===== config.mk =====
export PLATFORM = sky130hd
export DESIGN_NAME = norm_cdf_pair
export DESIGN_NICKNAME = d
export VERILOG_FILES = /design/src/rtl/norm_cdf_pair.sv
export SDC_FILE = /design/constraint.sdc
export NUM_CORES = 1
export LEC_CHECK = 0
export ABC_AREA = 1
export BUFFER_PORTS_ARGS = -buffer_cell sky130_fd_sc_hd__buf_2
export CAP_MARGIN = 10
export CORE_AREA = 2 2 193 195
export DETAILED_ROUTE_END_ITERATION = 7
export DIE_AREA = 0 0 195 197
export MAX_ROUTING_LAYER = met4
export PLACE_DENSITY_LB_ADDON = 0.25
export SLEW_MARGIN = 10
export SYNTH_ARGS = -nofsm -noshare
export SYNTH_HDL_FRONTEND = slang
export SYNTH_SLANG_ARGS = --single-unit
export TNS_END_PERCENT = 5

===== constraint.sdc =====
create_clock -name clk -period 7.84 [get_ports clk]
set_input_delay 0.784 -clock clk [delete_from_list [all_inputs] [get_ports clk]]
set_output_delay 0.784 -clock clk [all_outputs]
set_load 0.005 [all_outputs]

===== src/rtl/norm_cdf_pair.sv =====
// norm_cdf_pair: iterative standard-normal CDF for the pair (d1, d2).
// N(x) is a piecewise-linear interpolation over T[i] = N(0.25*i) in Q16.16.
// One datapath is shared and walks ABS -> LUT -> MUL -> FIX, first for d1 and then for d2.
module norm_cdf_pair #(
   parameter int WIDTH = 32
) (
   input  logic             clk,
   input  logic             reset,
   input  logic             start,
   input  logic [WIDTH-1:0] d1,
   input  logic [WIDTH-1:0] d2,
   output logic [WIDTH-1:0] Nd1,
   output logic [WIDTH-1:0] Nd2,
   output logic             busy,
   output logic             done
);

   typedef enum logic [2:0] {IDLE, ABS, LUT, MUL, FIX, DONE} state_t;

   state_t      state, state_nxt;
   logic        sel;
   logic [31:0] d1_r, d2_r;
   logic        sign, sat;
   logic [3:0]  idx;
   logic [13:0] frac;
   logic [16:0] lo, hi;
   logic [31:0] p;
   logic [31:0] r1, r2;

   // N(0.25*i) * 65536, rounded.
   function automatic logic [16:0] cdf_lut(input logic [4:0] i);
      case (i)
         5'd0:    cdf_lut = 17'd32768;
         5'd1:    cdf_lut = 17'd39237;
         5'd2:    cdf_lut = 17'd45316;
         5'd3:    cdf_lut = 17'd50684;
         5'd4:    cdf_lut = 17'd55138;
         5'd5:    cdf_lut = 17'd58612;
         5'd6:    cdf_lut = 17'd61158;
         5'd7:    cdf_lut = 17'd62911;
         5'd8:    cdf_lut = 17'd64045;
         5'd9:    cdf_lut = 17'd64735;
         5'd10:   cdf_lut = 17'd65129;
         5'd11:   cdf_lut = 17'd65341;
         5'd12:   cdf_lut = 17'd65448;
         5'd13:   cdf_lut = 17'd65498;
         5'd14:   cdf_lut = 17'd65521;
         5'd15:   cdf_lut = 17'd65530;
         default: cdf_lut = 17'd65534;
      endcase
   endfunction

   // Combinational datapath terms for the current pass.
   logic [31:0] x, abs_x;
   logic [30:0] prod;
   logic [31:0] n_val, res_val;

   // Operand select, magnitude, interpolation product and final fix-up.
   always_comb begin
      x       = sel ? d2_r : d1_r;
      abs_x   = x[31] ? (32'd0 - x) : x;
      prod    = {14'd0, (hi - lo)} * {17'd0, frac};
      n_val   = sat ? 32'd65536 : ({15'd0, lo} + p);
      res_val = sign ? (32'd65536 - n_val) : n_val;
   end

   // Next-state logic.
   always_comb begin
      state_nxt = state;
      case (state)
         IDLE:    if (start) state_nxt = ABS;
         ABS:     state_nxt = LUT;
         LUT:     state_nxt = MUL;
         MUL:     state_nxt = FIX;
         FIX:     state_nxt = sel ? DONE : ABS;
         DONE:    state_nxt = IDLE;
         default: state_nxt = IDLE;
      endcase
   end

   // State, pass registers and outputs.
   always_ff @(posedge clk) begin
      if (!reset) begin
         state <= IDLE;
         sel   <= 1'b0;
         d1_r  <= '0;
         d2_r  <= '0;
         sign  <= 1'b0;
         sat   <= 1'b0;
         idx   <= '0;
         frac  <= '0;
         lo    <= '0;
         hi    <= '0;
         p     <= '0;
         r1    <= '0;
         r2    <= '0;
         Nd1   <= '0;
         Nd2   <= '0;
         busy  <= 1'b0;
         done  <= 1'b0;
      end else begin
         state <= state_nxt;
         busy  <= (state != IDLE);
         done  <= (state == DONE);
         case (state)
            IDLE: if (start) begin
               d1_r <= d1;
               d2_r <= d2;
               sel  <= 1'b0;
            end
            ABS: begin
               sign <= x[31];
               // |x| >= 4.0 covers both signs, and 0x80000000 negates to itself.
               sat  <= (abs_x >= 32'd262144);
               idx  <= abs_x[17:14];
               frac <= abs_x[13:0];
            end
            LUT: begin
               lo <= cdf_lut({1'b0, idx});
               hi <= cdf_lut({1'b0, idx} + 5'd1);
            end
            MUL: p <= 32'(prod >> 14);
            FIX: begin
               if (sel) r2 <= res_val;
               else     r1 <= res_val;
               sel <= 1'b1;
            end
            DONE: begin
               Nd1 <= r1;
               Nd2 <= r2;
            end
            default: ;
         endcase
      end
   end

endmodule


==> results of run 1 <==
state kept, by name, summed over array words and instances, names as in the netlist, 3 cells and up:
| name | cells |
|---|---|
| d1_r | 32 |
| d2_r | 32 |
| Nd1 | 19 |
| Nd2 | 19 |
| r1 | 19 |
| r2 | 19 |
| p | 17 |
| hi | 16 |
| lo | 15 |
| frac | 14 |
| idx | 4 |
| state | 3 |
layout make-up:
cell class	count	area (um2)
Inverter	510	1918
Sequential cell	214	4285
Fill cell	3472	14840
Tap cell	468	585.6
Clock buffer	34	698.2
Timing Repair Buffer	155	835.8
Multi-Input combinational cell	1983	12960
Clock inverter	9	131.4
cell usage after synthesis, types with 6 or more instances:
library cell,count,area (um2)
fa_1,178,3563
nand3b_1,12,90.09
or2_2,10,62.56
dfxtp_1,214,4284
o211ai_1,13,97.59
xor2_1,23,201.4
buf_4,31,232.7
nand2_1,607,2278
nor2_1,306,1149
o221ai_1,7,61.31
a21o_1,9,67.56
nor3_1,15,75.07
o21ai_0,230,1151
a21oi_1,214,1071
o21a_1,6,45.04
clkbuf_1,85,319.1
inv_1,499,1873
a31oi_1,12,75.07
nand4_1,13,81.33
ha_1,136,1702
clkinv_1,7,26.28
nand3_1,119,595.6
a211oi_1,6,45.04
xnor2_1,11,96.34
o21ai_1,10,50.05
o21bai_1,11,82.58
nor2_2,6,37.54
through the flow:
stage                     cell area (um2)  utilization  cells
after global routing                21420       0.5906   3373
after global placement              20570       0.5674   3330
final                               21420       0.5906   3373
after CTS                           21400       0.5902   3373
after detailed placement            20570       0.5674   3330
after floorplan                     19760            -   2835
metal layers:
layer | routed length, um | global-route usage
met2 | 26600 | 0.5134
met3 | 3421 | 0.03337
met1 | 24050 | 0.3801
met4 | 2522 | 0.1295
met5 | 0 | -
logic make-up (layout without fill, tap and decap cells):
kind of cell,Yosys count,in the layout,synth area share
adder cells (fa/ha/maj),314,314,0.2665
flip-flops,214,214,0.2169
AO/OA/AOI/OAI,535,535,0.1467
AND/OR/NAND/NOR,1100,1100,0.2256
XOR/XNOR,34,34,0.01507
buffers and inverters,638,708,0.1293
what timing repair did:
item	CTS	global route
setup endpoints to repair	0	15
setup buffers	0	0
gates resized for setup	0	6
placed cells by master, fill, tap and decap left out, drive strengths merged, types with 11 or more instances in the layout:
master / n
a21oi: 214
a31oi: 12
buf: 155
clkbuf: 34
clkinv: 11
dfxtp: 214
fa: 178
ha: 136
inv: 504
nand2: 612
nand3: 120
nand3b: 12
nand4: 13
nor2: 313
nor3: 16
o211ai: 13
o21ai: 242
o21bai: 11
xnor2: 11
xor2: 23
where the power goes:
| group | leakage, nW | switching [mW] | internal (mW) | total [mW] |
|---|---|---|---|---|
| Clock | 0.402 | 0.479 | 0.692 | 1.17 |
| Sequential | 1.75 | 0.0913 | 1.17 | 1.26 |
| Combinational | 9.07 | 3.28 | 1.72 | 5.00 |
| Total | 11.2 | 3.85 | 3.58 | 7.43 |
final timing paths:
check                 end  depth (start not counted)     from  slack (ps)
setup / recovery     p[6]                         32    lo[1]         430
hold / removal    d1_r[4]                          2  d1_r[4]         450
setup reg to reg     p[6]                         32    lo[1]         430
hold reg to reg   d1_r[4]                          2  d1_r[4]         450
worst max-delay path: cells and delay by family, from the launching register on:
| family | cells | cell delay (ps) |
|---|---|---|
| buf+inv | 6 | 390 |
| compound gates | 6 | 1150 |
| xor+xnor | 1 | 270 |
| flops | 1 | 470 |
| fa+ha+maj | 8 | 3800 |
| simple gates | 11 | 1240 |
==> key figures, run 1 <==
Logic synthesis
  • Avg Inst Size Synth: 6.968 um2
  • Net Count, Synth: 3216
  • Flops & latches, synth: 214
  • Share of synthesized flip-flops with an asynchronous set or reset: 0
  • EDFF count, synth: 0
  • Sequential area share after synthesis: 0.2169
  • Post-synthesis instance total: 2835
  • Dominant synthesized flop cell: dfxtp_1
  • Number of unique standard cell types used by synthesis: 51
  • Combined area of all synthesized cells: 0.01976 mm2
  • Ys Warns: 0

Timing
  • Worst slew slack as a fraction of its limit: 0.2966
  • Number of failing setup endpoints in the final timing report: 0
  • Final-report max-slew violation count: 0
  • Final setup skew: 22.42 ps
  • Final worst path period share: 0.9454
  • Final Hold Fails: 0
  • Worst slack on hold paths: 445.3 ps
  • Post-layout min period: 7412 ps
  • Worst Max-Slew Pin Slew: 1055 ps
  • Unrepaired setup endpoints after global routing: yes
  • Timing-limited maximum frequency: 134.9 MHz
  • Slack of the critical path: 428.3 ps
  • Post-Route Setup TNS: 0 ps

Pwr
  • Overall power: 7.428 mW
  • Cell leakage power: 11.22 nW
  • Highest ir drop seen on vdd: 0.3595 mV
  • Power density over cell area: 346.8 mW/mm2

Drt
  • Post-detailed-route via-to-cell ratio: 5.462
  • Count of vias placed by the detailed router: 18.42k
  • Post-detailed-route DRC marker count: 0
  • Starting DRT DRC Count: 1237
  • Wire length per cell after detailed routing: 16.78 um
  • Number of detailed-route iterations in the first pass: 5
  • DRT antenna net count: 0
  • Total wire length: 56.59 mm

Setup path
  • Critical path's largest stage delay: 550 ps
  • Crit start category: flip-flop
  • Class of the most critical setup path: reg -> reg
  • Worst path required time: 8320 ps
  • CP Data Arrival Time: 7890 ps
  • Slowest cell on the critical path: fa_1
  • Peak fanout along the critical path: 6
  • CP Capture Type: flip-flop

Floorplan
  • Initial core utilization: 0.5448
  • Vertical extent of the die: 197 um
  • Number of top-level pins: 133
  • Horizontal die dimension: 195 um
  • Die footprint: 0.03842 mm2
  • Std-Cell Core Area: 0.03626 mm2
  • Cell row count: 70

Place
  • Routability congestion estimate: 1.084
  • Count of input and output buffers: 132
  • Post-DP HPWL: 44.16 mm
  • Worst slack after detailed placement: 339.9 ps

Global routing
  • Global-route congestion overflow total: 0
  • Wire length of the first global-routing pass: 91.92 mm
  • Vias in the first global route: 18.21k
  • Pin count of the biggest net entering global routing: 121
  • Overall fraction of global-route tracks in use: 0.3070
  • Initial antenna violation count: 0

Clock tree
  • CTS Sinks: 214
  • Deepest clock path buffer count: 3
  • Clock insertion delay at the later pin of the skew report: 550 ps
  • CTS H-Tree Depth: 1
  • Number of hold-repair buffers added at the cts stage: 0
  • Root buffer selected by CTS: clkbuf_16
  • Reg clk slew, reported paths: 70 ps
  • Number of buffers created by CTS: 24
  • CTS tree: yes

Cells and area
  • Nets: 3269
  • Fraction of layout instances using a drive strength above 1: 0.08090
  • Area Overhead vs Synth: 8.404%
  • Number of antenna cells inserted: 0

Run
  • Max_cap viols: 0

Min path
  • Worst hold path class: reg -> reg

Outcome
  • Run status: completed
Note: power is estimated with default switching activity, not from simulation.
==> run 2, diff against run 1 <==
--- a/config.mk
+++ b/config.mk
@@ -12,7 +12,7 @@
 export DETAILED_ROUTE_END_ITERATION = 7
 export DIE_AREA = 0 0 195 197
 export MAX_ROUTING_LAYER = met4
-export PLACE_DENSITY_LB_ADDON = 0.25
+export PLACE_DENSITY_LB_ADDON = 0.12
 export SLEW_MARGIN = 10
 export SYNTH_ARGS = -nofsm -noshare
 export SYNTH_HDL_FRONTEND = slang
==> key figures, run 2 (synthesis results as in run 1) <==
Place
  • Count of input and output buffers: 132 (unchanged)
  • Dpl cells: 3330 (unchanged)
  • Routability congestion estimate: 0.9670 (-11%)
  • Post-DP HPWL: 45.87 mm (+3.9%)
  • Worst slack after detailed placement: 104.4 ps (-235.5 ps)
  • Placed cell area: 0.02057 mm2 (unchanged)

Drt
  • DRT antenna net count: 0 (unchanged)
  • Total wire length: 57.90 mm (+2.3%)
  • Starting DRT DRC Count: 1170 (-5.4%)
  • Number of detailed-route iterations in the first pass: 6 (+1)
  • Wire length per cell after detailed routing: 17.14 um (+2.2%)
  • Post-detailed-route DRC marker count: 0 (unchanged)
  • Post-detailed-route via-to-cell ratio: 5.391 (-1.3%)
  • Count of vias placed by the detailed router: 18.21k (-1.2%)

Floorplan
  • Horizontal die dimension: 195 um (unchanged)
  • Number of top-level pins: 133 (unchanged)
  • Cell row count: 70 (unchanged)
  • Die footprint: 0.03842 mm2 (unchanged)
  • Initial core utilization: 0.5448 (unchanged)
  • Std-Cell Core Area: 0.03626 mm2 (unchanged)
  • Vertical extent of the die: 197 um (unchanged)

Min path
  • Worst hold path class: reg -> reg

Global routing
  • Vias in the first global route: 18.42k (+1.2%)
  • Initial antenna violation count: 2 (+2)
  • Pin count of the biggest net entering global routing: 113 (-6.6%)
  • Wire length of the first global-routing pass: 94.16 mm (+2.4%)
  • Overall fraction of global-route tracks in use: 0.3167 (+0.009723)
  • Global-route congestion overflow total: 0 (unchanged)

Setup path
  • CP Capture Type: flip-flop
  • Critical path's largest stage delay: 550 ps (about the same)
  • Crit start category: flip-flop
  • CP Data Arrival Time: 7820 ps (-70 ps)
  • Worst path required time: 8280 ps (-40 ps)
  • Slowest cell on the critical path: fa_1
  • Peak fanout along the critical path: 8 (+2)
  • Class of the most critical setup path: reg -> reg

Clock tree
  • Number of hold-repair buffers added at the cts stage: 0 (unchanged)
  • Number of buffers created by CTS: 25 (+4.2%)
  • Clock insertion delay at the later pin of the skew report: 550 ps (about the same)
  • CTS tree: yes
  • CTS H-Tree Depth: 1 (unchanged)
  • Reg clk slew, reported paths: 60 ps (about the same)
  • Deepest clock path buffer count: 3 (unchanged)
  • CTS Sinks: 214 (unchanged)
  • Root buffer selected by CTS: clkbuf_16

Timing
  • Final-report max-slew violation count: 0 (unchanged)
  • Final worst path period share: 0.9411 (-0.004242)
  • Post-Route Setup TNS: 0 ps (unchanged)
  • Final Hold Fails: 0 (unchanged)
  • Slack of the critical path: 461.6 ps (+33.26 ps)
  • Post-layout min period: 7378 ps (-33.26 ps)
  • Worst slack on hold paths: 445.7 ps (+0.3890 ps)
  • Number of failing setup endpoints in the final timing report: 0 (unchanged)
  • Worst Max-Slew Pin Slew: 1005 ps (-49.83 ps)
  • Timing-limited maximum frequency: 135.5 MHz (+0.45%)
  • Worst slew slack as a fraction of its limit: 0.3262 (+0.02957)
  • Unrepaired setup endpoints after global routing: no
  • Final setup skew: 33.47 ps (+11.05 ps)

Pwr
  • Overall power: 7.485 mW (+0.77%)
  • Cell leakage power: 11.25 nW (+0.25%)
  • Highest ir drop seen on vdd: 0.3376 mV (-6.1%)
  • Power density over cell area: 348.4 mW/mm2 (+0.45%)

Cells and area
  • Final design instance area without fill: 0.02148 mm2 (+0.32%)
  • Nets: 3270 (+0.031%)
  • Highest-count cells in the layout ignoring fill and taps: nand2_1, inv_1, nor2_1
  • Registers with the most flip-flops: d1_r: 32 flops, d2_r: 32 flops
  • Non-filler instance count after layout: 3378 (+0.15%)
  • Fraction of layout instances using a drive strength above 1: 0.08322 (+0.002324)
  • Area Overhead vs Synth: 8.753%
  • Most common cell after layout, fill and taps aside: nand2_1
  • Count of filler cells inserted in the layout: 3507 (+1.0%)
  • Final core occ: 0.5925 (+0.001898)

Run
  • Max_cap viols: 0 (unchanged)

Outcome
  • Run status: completed
run 2: changes by cell type in the layout (fill, tap and decap cells not counted), sizes merged:
cell	previous run	this run
inv	504	505
bufinv	2	3
diode	0	2
clkinv	11	12
run 2: area by class of cell:
class | count | area [um2] | area share
multi-input combinational | 1983 | 12960 | 0.6035
clock buffer | 34 | 719.4 | 0.03349
tap | 468 | 585.6 | 0.02726
timing repair buffer | 155 | 835.8 | 0.03890
clock inverter | 12 | 165.2 | 0.007687
antenna | 2 | 5.005 | 0.0002330
sequential | 214 | 4287 | 0.1995
inverter | 510 | 1922 | 0.08945
run 2: final timing paths:
check,cells past startpoint,slack (ps),start,to
worst max-delay path,33,460,hi[0],p[8]
worst min-delay path,2,450,d2_r[21],d2_r[21]
worst max register to register,33,460,hi[0],p[8]
worst min register to register,2,450,d2_r[21],d2_r[21]
run 2: routing by layer:
layer / track usage / wire length, um / vias up
met2: 0.5351 / 27420 / 607
met4: 0.1320 / 2556 / 0
li1: - / - / 8968
met1: 0.3770 / 24250 / 8498
met3: 0.05202 / 3671 / 138
met5: - / 0 / -
run 2: worst max-delay path: cells and delay by family (launching register included):
kind	cells	cell delay, ps
simple gates	12	1640
buf+inv	8	770
flops	1	330
xor+xnor	1	100
fa+ha+maj	9	3990
compound gates	3	420
run 2: report_power, final:
| part | switching, mW | total [mW] | leakage, nW | internal (mW) |
|---|---|---|---|---|
| logic | 3.27 | 4.98 | 9.06 | 1.71 |
| clock network | 0.497 | 1.25 | 0.438 | 0.748 |
| registers | 0.0892 | 1.26 | 1.75 | 1.17 |
| total | 3.86 | 7.48 | 11.2 | 3.63 |
run 2: what timing repair did:
item,4_1_cts,5_1_grt
endpoints found under the setup margin,0,16
buffers inserted,0,0
resized for setup,0,9
